$ cat src/rtl/signed_sub_arbiter.sv
`default_nettype none
// ============================================================================
// Module      : signed_sub_arbiter
// Description : Round-robin arbiter and sequencer in front of one shared
//               signed subtractor. Up to N_REQ requesters each offer an
//               operand pair (a, b) with a valid/ready handshake. One request
//               is accepted at a time. Its operands are registered, and
//               diff = a - b is computed at WIDTH+1 bits so it cannot
//               overflow. The result is returned tagged with the index of the
//               requester that owns it. Only one operation is in flight.
// Revision    : 1.0 - initial release
// ----------------------------------------------------------------------------
// Ports
//   clk          in   1              rising-edge clock
//   rst_n        in   1              asynchronous active-low reset
//   i_req_valid  in   N_REQ          per-requester request valid
//   o_req_ready  out  N_REQ          one-hot grant/accept (combinational)
//   i_req_a      in   N_REQ*WIDTH    signed minuends, slot i at [i*WIDTH +: WIDTH]
//   i_req_b      in   N_REQ*WIDTH    signed subtrahends, same packing
//   o_resp_valid out  1              result valid (registered)
//   i_resp_ready in   1              consumer accepts result
//   o_resp_id    out  clog2(N_REQ)   owner of the result (registered)
//   o_resp_diff  out  WIDTH+1        signed a - b (registered)
//   o_busy       out  1              high whenever not idle
// ============================================================================
module signed_sub_arbiter #(
  parameter int N_REQ = 4,
  parameter int WIDTH = 4
) (
  input  logic                       clk,
  input  logic                       rst_n,
  input  logic [N_REQ-1:0]           i_req_valid,
  output logic [N_REQ-1:0]           o_req_ready,
  input  logic [N_REQ*WIDTH-1:0]     i_req_a,
  input  logic [N_REQ*WIDTH-1:0]     i_req_b,
  output logic                       o_resp_valid,
  input  logic                       i_resp_ready,
  output logic [$clog2(N_REQ)-1:0]   o_resp_id,
  output logic [WIDTH:0]             o_resp_diff,
  output logic                       o_busy
);

  localparam int ID_W = $clog2(N_REQ);

  typedef enum logic [1:0] {
    S_IDLE = 2'b00,
    S_CALC = 2'b01,
    S_HOLD = 2'b10
  } state_t;

  state_t                   r_state;
  logic [ID_W-1:0]          r_rr_ptr;
  logic [ID_W-1:0]          r_id_q;
  logic [WIDTH-1:0]         r_op_a;
  logic [WIDTH-1:0]         r_op_b;
  logic                     r_resp_valid;
  logic [ID_W-1:0]          r_resp_id;
  logic [WIDTH:0]           r_resp_diff;

  logic                     w_any;
  logic [ID_W-1:0]          w_gnt_idx;
  logic [ID_W-1:0]          w_ptr_next;
  logic [WIDTH-1:0]         w_gnt_a;
  logic [WIDTH-1:0]         w_gnt_b;
  logic [WIDTH:0]           w_diff;

  // Requester index at distance 'off' above 'base', wrapping modulo N_REQ.
  // N_REQ need not be a power of two, so the wrap is explicit.
  function automatic logic [ID_W-1:0] f_wrap(input logic [ID_W-1:0] base,
                                             input int off);
    int s;
    s = int'(base) + off;
    if (s >= N_REQ) s = s - N_REQ;
    return ID_W'(s);
  endfunction

  // Round-robin search from r_rr_ptr upward. The loop walks from the
  // farthest offset down to offset 0 so that the nearest valid requester
  // is the last one written and therefore wins.
  always_comb begin
    w_any     = 1'b0;
    w_gnt_idx = '0;
    for (int k = N_REQ - 1; k >= 0; k--) begin
      if (i_req_valid[f_wrap(r_rr_ptr, k)]) begin
        w_any     = 1'b1;
        w_gnt_idx = f_wrap(r_rr_ptr, k);
      end
    end
  end

  assign w_gnt_a    = i_req_a[int'(w_gnt_idx)*WIDTH +: WIDTH];
  assign w_gnt_b    = i_req_b[int'(w_gnt_idx)*WIDTH +: WIDTH];
  assign w_ptr_next = (int'(w_gnt_idx) == N_REQ - 1) ? '0 : w_gnt_idx + 1'b1;

  // Sign-extend both operands by one bit before subtracting. The extra bit
  // covers the full range -(2^WIDTH - 1) .. +(2^WIDTH - 1) with no wrap.
  assign w_diff = {r_op_a[WIDTH-1], r_op_a} - {r_op_b[WIDTH-1], r_op_b};

  // The grant is combinational and is taken only in IDLE. It is gated with
  // rst_n so that no requester sees an accept while reset is held, even
  // though the state register already reads IDLE at that point. There is
  // deliberately no path from i_resp_ready.
  always_comb begin
    o_req_ready = '0;
    if (rst_n && (r_state == S_IDLE) && w_any) begin
      o_req_ready[w_gnt_idx] = 1'b1;
    end
  end

  always_ff @(posedge clk or negedge rst_n) begin
    if (!rst_n) begin
      r_state      <= S_IDLE;
      r_rr_ptr     <= '0;
      r_id_q       <= '0;
      r_op_a       <= '0;
      r_op_b       <= '0;
      r_resp_valid <= 1'b0;
      r_resp_id    <= '0;
      r_resp_diff  <= '0;
    end else begin
      case (r_state)
        S_IDLE: begin
          // The handshake completes in this cycle, so capture at the edge.
          if (w_any) begin
            r_op_a   <= w_gnt_a;
            r_op_b   <= w_gnt_b;
            r_id_q   <= w_gnt_idx;
            r_rr_ptr <= w_ptr_next;
            r_state  <= S_CALC;
          end
        end
        S_CALC: begin
          r_resp_diff  <= w_diff;
          r_resp_id    <= r_id_q;
          r_resp_valid <= 1'b1;
          r_state      <= S_HOLD;
        end
        S_HOLD: begin
          // The result holds until it is consumed. After consumption,
          // diff and id keep their last values and only valid drops.
          if (i_resp_ready) begin
            r_resp_valid <= 1'b0;
            r_state      <= S_IDLE;
          end
        end
        default: begin
          r_resp_valid <= 1'b0;
          r_state      <= S_IDLE;
        end
      endcase
    end
  end

  assign o_resp_valid = r_resp_valid;
  assign o_resp_id    = r_resp_id;
  assign o_resp_diff  = r_resp_diff;
  assign o_busy       = (r_state != S_IDLE);

endmodule
`default_nettype wire

$ cat config.mk
export PLATFORM = sky130hd
export DESIGN_NAME = signed_sub_arbiter
export DESIGN_NICKNAME = d
export VERILOG_FILES = /design/src/rtl/signed_sub_arbiter.sv
export SDC_FILE = /design/constraint.sdc
export NUM_CORES = 1
export LEC_CHECK = 0
export CORE_MARGIN = 3
export CORE_UTILIZATION = 31
export DETAILED_ROUTE_END_ITERATION = 8
export GPL_ROUTABILITY_DRIVEN = 1
export SKIP_CTS_REPAIR_TIMING = 1
export SYNTH_ARGS = -nofsm -noshare
export SYNTH_HDL_FRONTEND = slang
export SYNTH_SLANG_ARGS = --single-unit
$ cat constraint.sdc
create_clock -name clk -period 3.56 [get_ports clk]
set_input_delay 1.068 -clock clk [delete_from_list [all_inputs] [get_ports clk]]
set_output_delay 1.068 -clock clk [all_outputs]
set_load 0.005 [all_outputs]
==> reports/results.txt, run 1 <==
Status - finished clean
Total wire length - 3090 microns
CTS tree - built
PD cells - 742 nW/um^2
CTS buffer count - 3
CTS clk-pin slew, worst paths - 0.08 ns
Fraction of registers with async set/reset - 100%
Detail-routed net length per standard cell - 13.1 microns
Commonest cells in the netlist - dfrtp_1, nand2_1, mux2i_1
Die H - 69.9 microns
Min-delay worst type - reg2reg
Final critical-path required period - 3.56 ns
Sequential area share after synthesis - 43.4%
Post-synth EDFFs - 0
Number of top-level pins - 52
Worst-path maximum fanout - 4
Reg2Reg Setup Slack - 1.74 ns
Maximum VDD drop - 0.000441 V
Final Net Count - 233
Vias in the first global route - 1,167
Final Max Slew Viols - 0
# diodes - 0
Placed standard-cell area - 1880 sq um
Leak - 0.970 nW
Vias per cell - 4.79
Worst-Skew Late Latency - 0.26 ns
Largest family of logic cells by synthesized area - compound AO/OA/AOI/OAI gates
RSZ-0062 raised after global routing - true
H-tree depth - 1
Area delta synth->final - 55.5%
First DRT Iteration DRCs - 39
Post-synthesis instance area - 1270 sq um
Syn Area/Cell - 9.90 sq um
GPL Wtd Cong - 0.765
Synth Area in Simple Gates - 11.5%
Crit path kind - in2out
Leading post-synthesis cells by cell area - dfrtp_1, mux2i_1, nand2_1
Crit start category - input port
Total Die Area - 4890 sq um
Critical path arrival - 2.49 ns
Rows - 22
Final instance area - 1970 sq um
Initial antenna violation count - 0
Fmax - 281 MHz
Synth warnings - 0
Layout cells sized above 1 - 12.2%
Initial DRT Pass Iterations - 5
Post-DRT Antenna Nets - 0
Layout Skew - 0.00454 ns
CP required - 2.49 ns
Ys flop type - dfrtp_1
Core Footprint - 3800 sq um
Vias - 1,130
Distinct cell type count after synthesis - 29
Relative slew slack - 71.0%
DRC - 0
First-pass GRT wire length - 5140 microns
Root Buffer Master - clkbuf_8
DP HPWL - 2440 microns
Synth Area in Adders - 5.53%
GR Util All Layers - 12.7%
Yosys top cell by area - dfrtp_1
CP endpoint kind - output pin
Largest net degree at the start of global routing - 23
Area fraction of the dominant cell type after synthesis - 43.4%
Post-synthesis mux area share - 14.4%
Mapped Cells - 128
Max Cap Violations - 0
Synth Area in XOR/XNOR - 2.07%
Clock Path Buffers - 2
Die W - 69.9 microns
Placed cell count - 232
Compound-Gate Fraction of Synth Area - 17.1%
I/O Buffers - 51
Slew @ Worst Pin - 0.436 ns
#FFs+latches synth - 22
Fin crit share - 99.9%
Total global routing overflow - 0
Syn Nets - 172
Final Non-Filler Cells - 236
Final Hold Viols - 0
Initial Util - 33.4%
Clock Sinks - 22
Top-count cell post-synth - dfrtp_1
Finish-stage setup viols - 0
-- per-layer routing --
| metal | GRT usage, % | share of wire [%] | vias to the layer above |
|---|---|---|---|
| met2 | 21.8 | 49 | 36 |
| met3 | 2.59 | 4.7 | 2 |
| met4 | 3.83 | 0.71 | 0 |
| met1 | 15.9 | 45 | 521 |
| met5 | 0 | 0 | - |
| li1 | - | - | 571 |
-- power by group --
group / internal (mW) / leakage, nW / switching [mW] / total [mW]
registers: 0.376 / 0.270 / 0.0817 / 0.458
logic: 0.428 / 0.671 / 0.399 / 0.827
clock network: 0.0985 / 0.0288 / 0.0782 / 0.177
-- metrics by stage --
stage	setup TNS (ns)	total power, mW	setup slack [ns]	util, %	hold WS [ns]
after floorplan	0	0.976	0.585	-	0.440
after global placement	-0.998	1.26	-0.301	49.4	0.460
after detailed placement	-1.21	1.28	-0.364	49.4	0.468
after CTS	-1.23	1.46	-0.372	50.8	0.485
after global routing	-0.0736	1.59	-0.0494	51.9	0.520
final	0	1.46	0.00473	51.9	0.482
-- registers in the layout, summed over array words and instances, names as in the netlist --
register,count
o_resp_diff,5
o_resp_id,2
r_op_a,4
r_op_b,4
o_resp_valid,1
r_id_q,2
r_rr_ptr,2
r_state,2
-- cells by family after synthesis --
group,after synthesis
XOR/XNOR,3
adder cells (fa/ha/maj),5
AND/OR/NAND/NOR,34
AO/OA/AOI/OAI,30
flip-flops,22
buffers and inverters,16
multiplexers,18
-- worst max-delay path, cell delays in order --
cell and delay [ns]:
clkdlybuf4s50_1 0.50, nand2b_4 0.14, a21oi_1 0.07, a211o_1 0.36, nor3_2 0.20, dlymetal6s2s_1 0.16
-- worst paths after layout --
| check | cells after the start | startpoint | to |
|---|---|---|---|
| worst min register to register | 1 | o_resp_valid | o_resp_valid |
| worst min-delay path | 1 | o_resp_valid | o_resp_valid |
| worst max-delay path | 6 | i_req_valid[1] | o_req_ready[1] |
| min in group asynchronous | 2 | rst_n | o_resp_id[0] |
| max in group asynchronous | 2 | rst_n | r_op_b[2] |
| worst max register to register | 6 | r_rr_ptr[0] | r_op_b[3] |
-- cell usage in the layout (no fill, tap or decap), types with 2 or more instances in the layout --
cell type / count
clkdlybuf4s50_1: 45
dfrtp_1: 22
nand2_1: 19
mux2i_1: 16
inv_1: 11
buf_4: 9
o221ai_1: 8
o21ai_1: 7
nor2_1: 6
a21oi_1: 5
dlymetal6s2s_1: 5
ha_1: 4
clkbuf_8: 4
nand2b_1: 2
nor3_2: 2
mux2_1: 2
a21o_1: 2
xnor2_1: 2
nand2_2: 2
-- layout make-up --
class	instances	area (sq um)
fill	348	1830
multi-input combinational	90	674
inverter	12	45.0
sequential	22	551
tap	48	60.1
clock buffer	4	55.1
timing repair buffer	60	586
No activity file was read; power rests on OpenSTA's default activity.
==> inputs of run 2 (changes only) <==
--- a/config.mk
+++ b/config.mk
@@ -9,6 +9,7 @@
 export CORE_UTILIZATION = 31
 export DETAILED_ROUTE_END_ITERATION = 8
 export GPL_ROUTABILITY_DRIVEN = 1
+export HOLD_SLACK_MARGIN = 0.08
 export SKIP_CTS_REPAIR_TIMING = 1
 export SYNTH_ARGS = -nofsm -noshare
 export SYNTH_HDL_FRONTEND = slang
==> results of run 2 <==
Same layout as run 1: the final DEF is identical, and so are final timing and power.
==> inputs of run 3 (changes only) <==
--- a/config.mk
+++ b/config.mk
@@ -10,6 +10,7 @@
 export DETAILED_ROUTE_END_ITERATION = 8
 export GPL_ROUTABILITY_DRIVEN = 1
 export HOLD_SLACK_MARGIN = 0.08
+export SETUP_SLACK_MARGIN = 0.15
 export SKIP_CTS_REPAIR_TIMING = 1
 export SYNTH_ARGS = -nofsm -noshare
 export SYNTH_HDL_FRONTEND = slang
==> run 3 against run 2 <==
  * Sequential power about the same
  * Routed wire length about the same
  * Critical path depth unchanged
  * Clock skew about the same
  * Die area unchanged
  * Non-clock buffer count unchanged
  * Critical endpoint unchanged
==> reports/results.txt, run 3 (same netlist as run 1, synthesis figures left out) <==
Worst r2r path cells - 6
First DRT Iteration DRCs - 34
Fillers - 349
Final Max Slew Viols - 0
Leak - 0.989 nW
Layout Skew - 0.00455 ns
Finish-stage setup viols - 0
Root Buffer Master - clkbuf_8
Min-delay worst type - reg2reg
I/O Buffers - 51
Clock Sinks - 22
Reg2Reg Setup Slack - 1.76 ns
Initial antenna violation count - 0
Number of top-level pins - 52
Placed standard-cell area - 1880 sq um
CP cell instances - dlymetal6s2s_1 -> inv_1 -> nor2_1 -> o32a_1 -> nor3_2 -> dlymetal6s2s_1
Pwr Total - 1.46 mW
Crit path kind - in2out
Maximum VDD drop - 0.000445 V
CTS tree - built
Rows - 22
First-pass GRT wire length - 5140 microns
DP HPWL - 2440 microns
Post-DRT Antenna Nets - 0
Worst-path maximum fanout - 3
Max reg flops - 5
Final instance area - 1980 sq um
CTS clk-pin slew, worst paths - 0.08 ns
Vias per cell - 4.79
Final Non-Filler Cells - 236
Setup TNS - 0 ns
Total global routing overflow - 0
Vias in the first global route - 1,167
Core Footprint - 3800 sq um
CP endpoint kind - output pin
Crit start category - input port
Clock Path Buffers - 2
CTS buffer count - 3
Total Die Area - 4890 sq um
Layout cells sized above 1 - 12.8%
Fin crit share - 91.2%
Largest stage delay, worst path - 0.39 ns
Status - finished clean
Detail-routed net length per standard cell - 13.1 microns
# diodes - 0
Slew @ Worst Pin - 0.436 ns
GR Util All Layers - 12.7%
Die W - 69.9 microns
Final Net Count - 233
RSZ-0062 raised after global routing - false
Hold EP - o_resp_valid
Area delta synth->final - 56.1%
Placed cell count - 232
Crit-path most repeated cell - dlymetal6s2s_1
Initial Util - 33.4%
Critical path arrival - 2.18 ns
CP max-delay cell - o32a_1
Worst reg2reg path startpoint - r_rr_ptr[0]
Max Cap Violations - 0
Fmax - 308 MHz
Relative slew slack - 71.0%
Largest net degree at the start of global routing - 23
Final critical-path required period - 3.25 ns
Most common cell after layout, fill and taps aside - clkdlybuf4s50_1
Vias - 1,130
Total wire length - 3090 microns
PD cells - 740 nW/um^2
Initial DRT Pass Iterations - 4
Hold path depth - 1
Most frequent cells in the layout - clkdlybuf4s50_1, dfrtp_1, nand2_1
CP required - 2.49 ns
Critical R2R Capture - r_op_b[3]
H-tree depth - 1
Final Hold Viols - 0
GPL Wtd Cong - 0.765
Worst-Skew Late Latency - 0.26 ns
Die H - 69.9 microns
DRC - 0
Hold_sp - o_resp_valid
[run 3: changes by cell type in the layout (fill, tap and decap cells not counted), sizes merged]
| cell | before | now |
|---|---|---|
| clkdlybuf4s50 | 45 | 43 |
| dlymetal6s2s | 5 | 7 |
| clkbuf | 5 | 4 |
| buf | 9 | 10 |
[run 3: layer usage]
metal  share of wire, %  GRT usage (%)  vias to the layer above
li1                   -              -                      571
met1                 45           15.9                      525
met2                 50           21.8                       32
met3                4.4           2.59                        2
met4               0.71           3.83                        0
met5                  0              0                        -
[run 3: worst max-delay path, delay by kind of cell]
kind | cells | cell delay [ns]
buf+inv | 3 | 0.42
compound gates | 1 | 0.39
simple gates | 2 | 0.29
[run 3: worst max path at each step]
stage / end / slack, ns / depth (start not counted) / startpoint
6_report: o_req_ready[1] / 0.31 / 6 / i_req_valid[2]
5_1_grt: o_req_ready[1] / 0.28 / 6 / i_req_valid[2]
4_1_cts: o_req_ready[1] / -0.37 / 6 / i_req_valid[1]
3_5_place_dp: o_req_ready[1] / -0.36 / 6 / i_req_valid[1]
3_3_place_gp: o_req_ready[1] / -0.30 / 6 / i_req_valid[1]
2_1_floorplan: o_req_ready[1] / 0.59 / 5 / i_req_valid[2]
[run 3: stage by stage]
step           hold WS [ns]  setup WS (ns)  utilization, %
2_1_floorplan         0.440          0.585               -
3_3_place_gp          0.460         -0.301            49.4
3_5_place_dp          0.468         -0.364            49.4
4_1_cts               0.485         -0.372            50.8
5_1_grt               0.520          0.276            52.1
6_report              0.482          0.312            52.1
[run 3: area by class of cell]
cell class              count  area, sq um  share of cell area (%)
clock buffers               4         55.1                    2.78
inverters                  12         45.0                    2.28
repair buffers             60          591                    29.9
multi-input cells          90          677                    34.2
well taps                  48         60.1                    3.04
flip-flops and latches     22          551                    27.8
[run 3: power breakdown]
group	total [mW]	leakage (nW)	switching [mW]	internal, mW
Sequential	0.458	0.270	0.0815	0.377
Combinational	0.829	0.691	0.400	0.429
Clock	0.177	0.0288	0.0782	0.0985
Total	1.46	0.989	0.560	0.904
